**src/rtl/kc_pkg.sv**
```systemverilog
// Shared fetch/decode types: the queued {pc, inst} pair and the
// canonical NOP presented to decode when nothing is buffered.
package kc_pkg;

    localparam logic [31:0] NOP_INST = 32'h0000_0013;

    typedef struct packed {
        logic [31:0] pc;
        logic [31:0] inst;
    } fetch_entry_t;

endpackage

```
**src/rtl/fetch_buffer_if.sv**
```systemverilog
// Fetch-to-decode handshake bundle: push side from fetch,
// pop side toward decode, plus the occupancy count.
interface fetch_buffer_if #(
    parameter int DEPTH = 4,
    parameter int XLEN  = 32
) ();

    logic                       in_valid;
    logic [XLEN-1:0]            in_inst;
    logic [XLEN-1:0]            in_pc;
    logic                       in_ready;
    logic                       out_valid;
    logic [XLEN-1:0]            out_inst;
    logic [XLEN-1:0]            out_pc;
    logic                       out_ready;
    logic [$clog2(DEPTH):0]     count;

    modport master (
        output in_valid,
        output in_inst,
        output in_pc,
        input  in_ready,
        input  out_valid,
        input  out_inst,
        input  out_pc,
        output out_ready,
        input  count
    );

    modport slave (
        input  in_valid,
        input  in_inst,
        input  in_pc,
        output in_ready,
        output out_valid,
        output out_inst,
        output out_pc,
        input  out_ready,
        output count
    );

endinterface

```
**src/rtl/fetch_buffer.sv**
```systemverilog
// In-order instruction queue between fetch and decode with
// first-word fall-through head and single-cycle kill.
import kc_pkg::*;

module fetch_buffer #(
    parameter int DEPTH = 4,
    parameter int XLEN  = 32
) (
    input  logic           clk,
    input  logic           reset,
    input  logic           kill,
    fetch_buffer_if.slave  fb
);

    localparam int AW = $clog2(DEPTH);
    localparam int PW = AW + 1;

    fetch_entry_t    mem_q [DEPTH];
    logic [PW-1:0]   rd_ptr_q;
    logic [PW-1:0]   rd_ptr_d;
    logic [PW-1:0]   wr_ptr_q;
    logic [PW-1:0]   wr_ptr_d;
    logic            empty;
    logic            full;
    logic            push;
    logic            pop;
    fetch_entry_t    head;

    // Wrap bit distinguishes full from empty when indices match
    always_comb begin
        empty = (rd_ptr_q == wr_ptr_q);
        full  = (rd_ptr_q[AW-1:0] == wr_ptr_q[AW-1:0]) &&
                (rd_ptr_q[AW] != wr_ptr_q[AW]);
        push  = fb.in_valid && !full;
        pop   = !empty && fb.out_ready;
    end

    always_comb begin
        rd_ptr_d = rd_ptr_q;
        wr_ptr_d = wr_ptr_q;
        if (kill) begin
            rd_ptr_d = '0;
            wr_ptr_d = '0;
        end else begin
            if (pop) begin
                rd_ptr_d = rd_ptr_q + PW'(1);
            end
            if (push) begin
                wr_ptr_d = wr_ptr_q + PW'(1);
            end
        end
    end

    always_ff @(posedge clk or posedge reset) begin
        if (reset) begin
            rd_ptr_q <= '0;
            wr_ptr_q <= '0;
        end else begin
            rd_ptr_q <= rd_ptr_d;
            wr_ptr_q <= wr_ptr_d;
        end
    end

    always_ff @(posedge clk) begin
        if (push && !kill) begin
            mem_q[wr_ptr_q[AW-1:0]] <= '{pc: fb.in_pc, inst: fb.in_inst};
        end
    end

    always_comb begin
        head         = mem_q[rd_ptr_q[AW-1:0]];
        fb.in_ready  = !full;
        fb.out_valid = !empty;
        fb.count     = wr_ptr_q - rd_ptr_q;
        fb.out_inst  = empty ? XLEN'(NOP_INST) : XLEN'(head.inst);
        fb.out_pc    = empty ? '0 : XLEN'(head.pc);
    end

    a_no_push_full: assert property (
        @(posedge clk) disable iff (reset) !(push && full));
    a_no_pop_empty: assert property (
        @(posedge clk) disable iff (reset) !(pop && empty));

endmodule

```
**src/flat_wrapper.sv**
```systemverilog
// flat-port wrapper written by rule: the top's interface ports become plain ports
module fetch_buffer_flat 
#(
    parameter int DEPTH = 4,
    parameter int XLEN  = 32
)
  (clk, reset, kill, fb_in_valid, fb_in_inst, fb_in_pc, fb_in_ready, fb_out_valid, fb_out_inst, fb_out_pc, fb_out_ready, fb_count);
  fetch_buffer_if #(.DEPTH(DEPTH), .XLEN(XLEN)) fb_i ();
  input  logic clk;
  input  logic reset;
  input  logic kill;
  input wire logic [$bits(fb_i.in_valid)-1:0] fb_in_valid;
  input wire logic [$bits(fb_i.in_inst)-1:0] fb_in_inst;
  input wire logic [$bits(fb_i.in_pc)-1:0] fb_in_pc;
  output wire logic [$bits(fb_i.in_ready)-1:0] fb_in_ready;
  output wire logic [$bits(fb_i.out_valid)-1:0] fb_out_valid;
  output wire logic [$bits(fb_i.out_inst)-1:0] fb_out_inst;
  output wire logic [$bits(fb_i.out_pc)-1:0] fb_out_pc;
  input wire logic [$bits(fb_i.out_ready)-1:0] fb_out_ready;
  output wire logic [$bits(fb_i.count)-1:0] fb_count;
  assign fb_i.in_valid = fb_in_valid;
  assign fb_i.in_inst = fb_in_inst;
  assign fb_i.in_pc = fb_in_pc;
  assign fb_in_ready = fb_i.in_ready;
  assign fb_out_valid = fb_i.out_valid;
  assign fb_out_inst = fb_i.out_inst;
  assign fb_out_pc = fb_i.out_pc;
  assign fb_i.out_ready = fb_out_ready;
  assign fb_count = fb_i.count;
  fetch_buffer #(.DEPTH(DEPTH), .XLEN(XLEN)) u_core (.clk(clk), .reset(reset), .kill(kill), .fb(fb_i));
endmodule
```
**config.mk**
```make
export PLATFORM = sky130hd
export DESIGN_NAME = fetch_buffer_flat
export DESIGN_NICKNAME = d
export VERILOG_FILES = /design/src/rtl/kc_pkg.sv /design/src/rtl/fetch_buffer_if.sv /design/src/rtl/fetch_buffer.sv /design/src/flat_wrapper.sv
export SDC_FILE = /design/constraint.sdc
export NUM_CORES = 1
export LEC_CHECK = 0
export BUFFER_PORTS_ARGS = -buffer_cell sky130_fd_sc_hd__buf_2
export CORE_MARGIN = 1
export CORE_UTILIZATION = 40
export DETAILED_ROUTE_END_ITERATION = 12
export PLACE_DENSITY = 0.71
export REMOVE_ABC_BUFFERS = 1
export SYNTH_ARGS = -nofsm -noshare
export SYNTH_HDL_FRONTEND = slang
export SYNTH_SLANG_ARGS = --single-unit
```
**constraint.sdc**
```tcl
create_clock -name clk -period 3.55 [get_ports clk]
set_input_delay 0.355 -clock clk [delete_from_list [all_inputs] [get_ports clk]]
set_output_delay 0.355 -clock clk [all_outputs]
set_load 0.05 [all_outputs]
```
Word-level counts from Yosys, hierarchy flattened
Memory sizes are Yosys's and may differ from the RTL's.
Cells that the tools add are included.
{"block": "totals", "reg_bits": 6, "ramBits": 256, "inputBits": 69, "output_inout_bits": 69, "memories": 1}
{"block": "classes", "n_addsub": 3, "eq_ne": 3, "muxes": 8, "n_reduce_logical": 9}
{"memory": "u_core.mem_q", "depth": 4, "word_bits": 64, "rd": 1, "rd_clocked_by_memory_dff": 0, "wr": 1, "line_no": "fetch_buffer.sv:18", "text": "fetch_entry_t mem_q [DEPTH];"}
{"operator": "$mux W32", "count": 2}
{"operator": "$mux W3", "count": 4}
{"operator": "$add A3 B1 Y3 const B", "count": 2}
{"operator": "$logic_and A1 B1 Y1", "count": 4}
{"operator": "$reduce_bool A2 Y1", "count": 2}
{"operator": "$eq A3 B3 Y1", "count": 1}
{"operator": "$logic_not A1 Y1", "count": 3}
{"operator": "$sub A3 B3 Y3", "count": 1}
{"operator": "$eq A2 B2 Y1", "count": 1}
{"operator": "$mux W1", "count": 2}
{"operator": "$ne A1 B1 Y1", "count": 1}

Depth between registers and ports, before layout
{"block": "logic_depth", "word_depth": 7, "mapped_depth": 8, "depth_no_buf": 5}

Worst setup path after synthesis
No wires, ideal clock.
{"block": "synth_timing", "path_type": "flip-flop to flip-flop", "start": "register u_core.rd_ptr_q[1]", "end": "memory u_core.mem_q[3][0] (netlist name) (enable)", "setup_time_ps": 429, "arrival_time_ps": 3514, "required_time_ps": 3121, "setup_slack_ps": -393, "path_stages_with_launch": 8, "period_less_slack_ps": 3943, "path_cell_list": "dfrtp_1 -> buf_2 -> buf_2 -> inv_1 -> ha_1 -> nand2_1 -> or2_1 -> and3_1"}
{"block": "synth_via", "elab_chain_len": 7}
{"item": "start: declaration", "line_no": "fetch_buffer.sv:19", "text": "logic [PW-1:0] rd_ptr_q;"}
{"item": "start signal: assignment", "line_no": "fetch_buffer.sv:59", "text": "rd_ptr_q <= rd_ptr_d;"}
{"item": "$eq A2 B2 Y1", "line_no": "fetch_buffer.sv:32", "text": "full = (rd_ptr_q[AW-1:0] == wr_ptr_q[AW-1:0]) &&"}
{"item": "$logic_and A1 B1 Y1", "line_no": "fetch_buffer.sv:32"}
{"item": "$logic_not A1 Y1"}
{"item": "named net fb_in_ready", "line_no": "flat_wrapper.sv:15", "text": "output wire logic [$bits(fb_i.in_ready)-1:0] fb_in_ready;"}
{"item": "$logic_and A1 B1 Y1", "line_no": "fetch_buffer.sv:34", "text": "push = fb.in_valid && !full;"}
{"item": "$logic_and A1 B1 Y1", "line_no": "fetch_buffer.sv:65", "text": "if (push && !kill) begin"}
{"item": "$mux W1", "line_no": "fetch_buffer.sv:65"}
{"item": "$mux W1 (not written as such)", "line_no": "fetch_buffer.sv:66", "text": "mem_q[wr_ptr_q[AW-1:0]] <= '{pc: fb.in_pc, inst: fb.in_inst};"}
{"item": "end: declaration", "line_no": "fetch_buffer.sv:18"}
The timed path passes the listed nets, and every way through them passes these cells.

Final worst setup path
{"block": "layout_timing", "start": "register u_core.rd_ptr_q[1]", "end": "output port fb_out_inst[7]"}
{"block": "layout_via", "elab_chain_len": 2, "elab_cells_between_ends": 3, "cone_classes": "1 x eq/ne; 1 x mux; 1 x memory"}
{"item": "$mem_v2 Z4 W64 / $eq A3 B3 Y1 (equally long branches)"}
{"item": "$mux W32 (*)", "line_no": "fetch_buffer.sv:75", "text": "fb.out_inst = empty ? XLEN'(NOP_INST) : XLEN'(head.inst);"}
{"item": "end: declaration", "line_no": "flat_wrapper.sv:17", "text": "output wire logic [$bits(fb_i.out_inst)-1:0] fb_out_inst;"}
Every way passes the cells marked *; elsewhere a longest branch is shown, timed or not.

==> run summary <==
Status = complete, no violations
CTS sink cnt = 262
Post-route minimum period = 3.13 ns
Vias per cell = 5.06
Post-route ant nets = 0
Area leader, netlist = edfxtp_1
Synthesized cell area = 0.0103 mm^2
Synth cell types = 35
Tcrit/Tclk final = 88.2%
DIE WIDTH = 163 um
Number of port buffers = 137
Placed cells = 921
Filler cells = 2089
Adder-cell share of the synthesized area = 1.04%
Setup bufs post-CTS = 0
Worst-margin pin slew = 0.685 ns
Hold Slack = 0.0523 ns
Core area = 0.0253 mm^2
Critical path class = flop to output pin
# IOs = 138
DRC = 0
Placer Congestion = 0.763
DRT iter0 DRCs = 343
Mux cell area share after synthesis = 14.1%
Largest net degree at the start of global routing = 69
Crit end category = output pin
Drt total wl = 19300 um
Post-synthesis simple-gate area fraction = 5.93%
RSZ-0062 raised after global routing = false
Slew headroom = 54.4%
Post-synthesis compound-gate area fraction = 0.461%
Die area = 0.0264 mm^2
Finish-stage setup viols = 0
Root buf cell = clkbuf_16
Layout Cells excl Fill = 971
MaxCap Viol Count = 0
Syn_area_per_cell = 21.9 um^2
Vias in the first global route = 5351
Fin. max-slew vios = 0
Primary FF master, synth = edfxtp_1
Maximum clock rate = 320 MHz
First drt pass iteration count = 4
Reg area = 0.00785 mm^2
Top-count cell post-synth = edfxtp_1
TritonCTS buffer count = 26
Max clock buf depth = 3
Ys async rst share = 2.29%
Skew final = 0.00886 ns
Data required, critical path = 3.19 ns
Sequential share of the synthesized area = 75.9%
Synthesized flop and latch total = 262
Clock-pin slew on the worst setup and hold paths = 0.06 ns
Area Overhead vs Synth = 18.5%
Share of post-route cells with drive strength above 1 = 39.7%
Post-Syn Instances = 471
Top cells by area, synth = edfxtp_1 74%, mux4_2 14%, and2_1 3.7%
First-pass GRT wire length = 29700 um
Initial antenna violation count = 1
Die height = 163 um
Fin. Hold Viols = 0
H-Tree Level Count = 1
Largest family of logic cells by synthesized area = multiplexers
Layout Nets = 697
Post-synth EDFFs = 256
HPWL after DPL = 11800 um
Initial core utilization = 40.9%
Worst min path class = input pin to flop
List of most frequent post-synthesis cells = 256 x edfxtp_1, 62 x mux4_2, 61 x and2_1, 8 x buf_2, 7 x ha_1
Vias = 4912
Wire per inst = 19.8 um
CP Max Fanout = 62
Total GRT Usage = 14.7%
Synth top area share = 74.5%
CTS tree = yes
Number of placement rows = 58
Gr ovfl total = 0
Skew-Pair Late Insertion Delay = 0.51 ns
Yosys warns = 0
Area of the multi-input gates = 0.00228 mm^2
CP Launch Type = flop
Post-synthesis xor/xnor area fraction = 0.352%
Arr. time, crit path = 2.77 ns
## what timing repair did
item,in CTS,in global routing
endpoints found under the hold margin,6,0
hold buffers,1,0
gates resized for setup,0,0
setup endpoints to repair,0,0
## per-layer routing
metal  global-route usage (%)  up-vias  part of all wire, %
li1                         -     2221                    -
met1                     19.3     2533                   42
met2                     25.4      132                   51
met3                     3.00       26                  5.2
met4                     3.27        0                  1.5
met5                        0        -                    0
## registers in the layout, indices dropped and copies added, names as in the netlist
name             flops
u_core.mem_q       256
u_core.rd_ptr_q      3
u_core.wr_ptr_q      3
## worst max-delay path, stage by stage, from the launching register on
cell,delay [ns]
dfrtp_4,0.63
inv_1,0.11
ha_1,0.38
and3_4,0.21
inv_4,0.39
and2_1,0.24
buf_2,0.27
## cells in the final DEF (no fill, tap or decap), drive strengths merged
cell         count
nand3            3
and3             5
buf            143
or4              2
dfrtp            6
diode            1
fa               1
bufinv           3
mux4            64
or3              2
edfxtp         256
dlygate4sd3      1
clkinv          14
nor2b            2
clkinvlp         1
o311ai           1
nand3b           2
nor2             2
nand4            2
xnor2            2
or3b             1
clkbuf          30
or2              4
nand2            4
o211ai           1
mux2             1
nor3             1
nand4b           4
a31oi            5
ha               7
inv              7
nor3b            2
and2            61
## path summary, 6_finish.rpt
check	from	slack, ns	cells after the start	endpoint
worst max-delay path	u_core.rd_ptr_q[1]	0.42	6	fb_out_inst[7]
worst min-delay path	fb_in_pc[22]	0.05	1	u_core.mem_q[3][54]
worst max register to register	u_core.rd_ptr_q[1]	0.75	6	u_core.mem_q[2][8]
worst min register to register	u_core.wr_ptr_q[2]	0.69	2	u_core.wr_ptr_q[2]
max in group asynchronous	reset	3.00	3	u_core.rd_ptr_q[1]
min in group asynchronous	reset	0.31	3	u_core.rd_ptr_q[2]
## stage by stage
stage	utilization, %	instance area, um^2	setup TNS [ns]	worst slack (ns)
after floorplan	-	10100	-669.48	-2.36
after global placement	45.0	11400	0	0.857
after detailed placement	45.0	11400	0	0.770
after CTS	48.4	12200	0	0.351
after global routing	48.4	12200	0	0.260
final	48.4	12200	0	0.421
## layout make-up
type	instances	area share, %
multi-input combinational	179	18.7
clock buffer	30	5.62
clock inverter	18	1.35
antenna	1	0.0205
inverter	7	0.235
sequential	262	64.2
tap	330	3.38
timing repair buffer	144	6.57
## logic make-up after synthesis
| logic type | Yosys count |
|---|---|
| AND/OR/NAND/NOR | 97 |
| flip-flops | 262 |
| buffers and inverters | 30 |
| AO/OA/AOI/OAI | 7 |
| XOR/XNOR | 2 |
| multiplexers | 65 |
| adder cells (fa/ha/maj) | 8 |
Power is left out: the tool's default activity adds up to more than one toggle a clock period on the data nets, which glitch-free logic cannot reach.
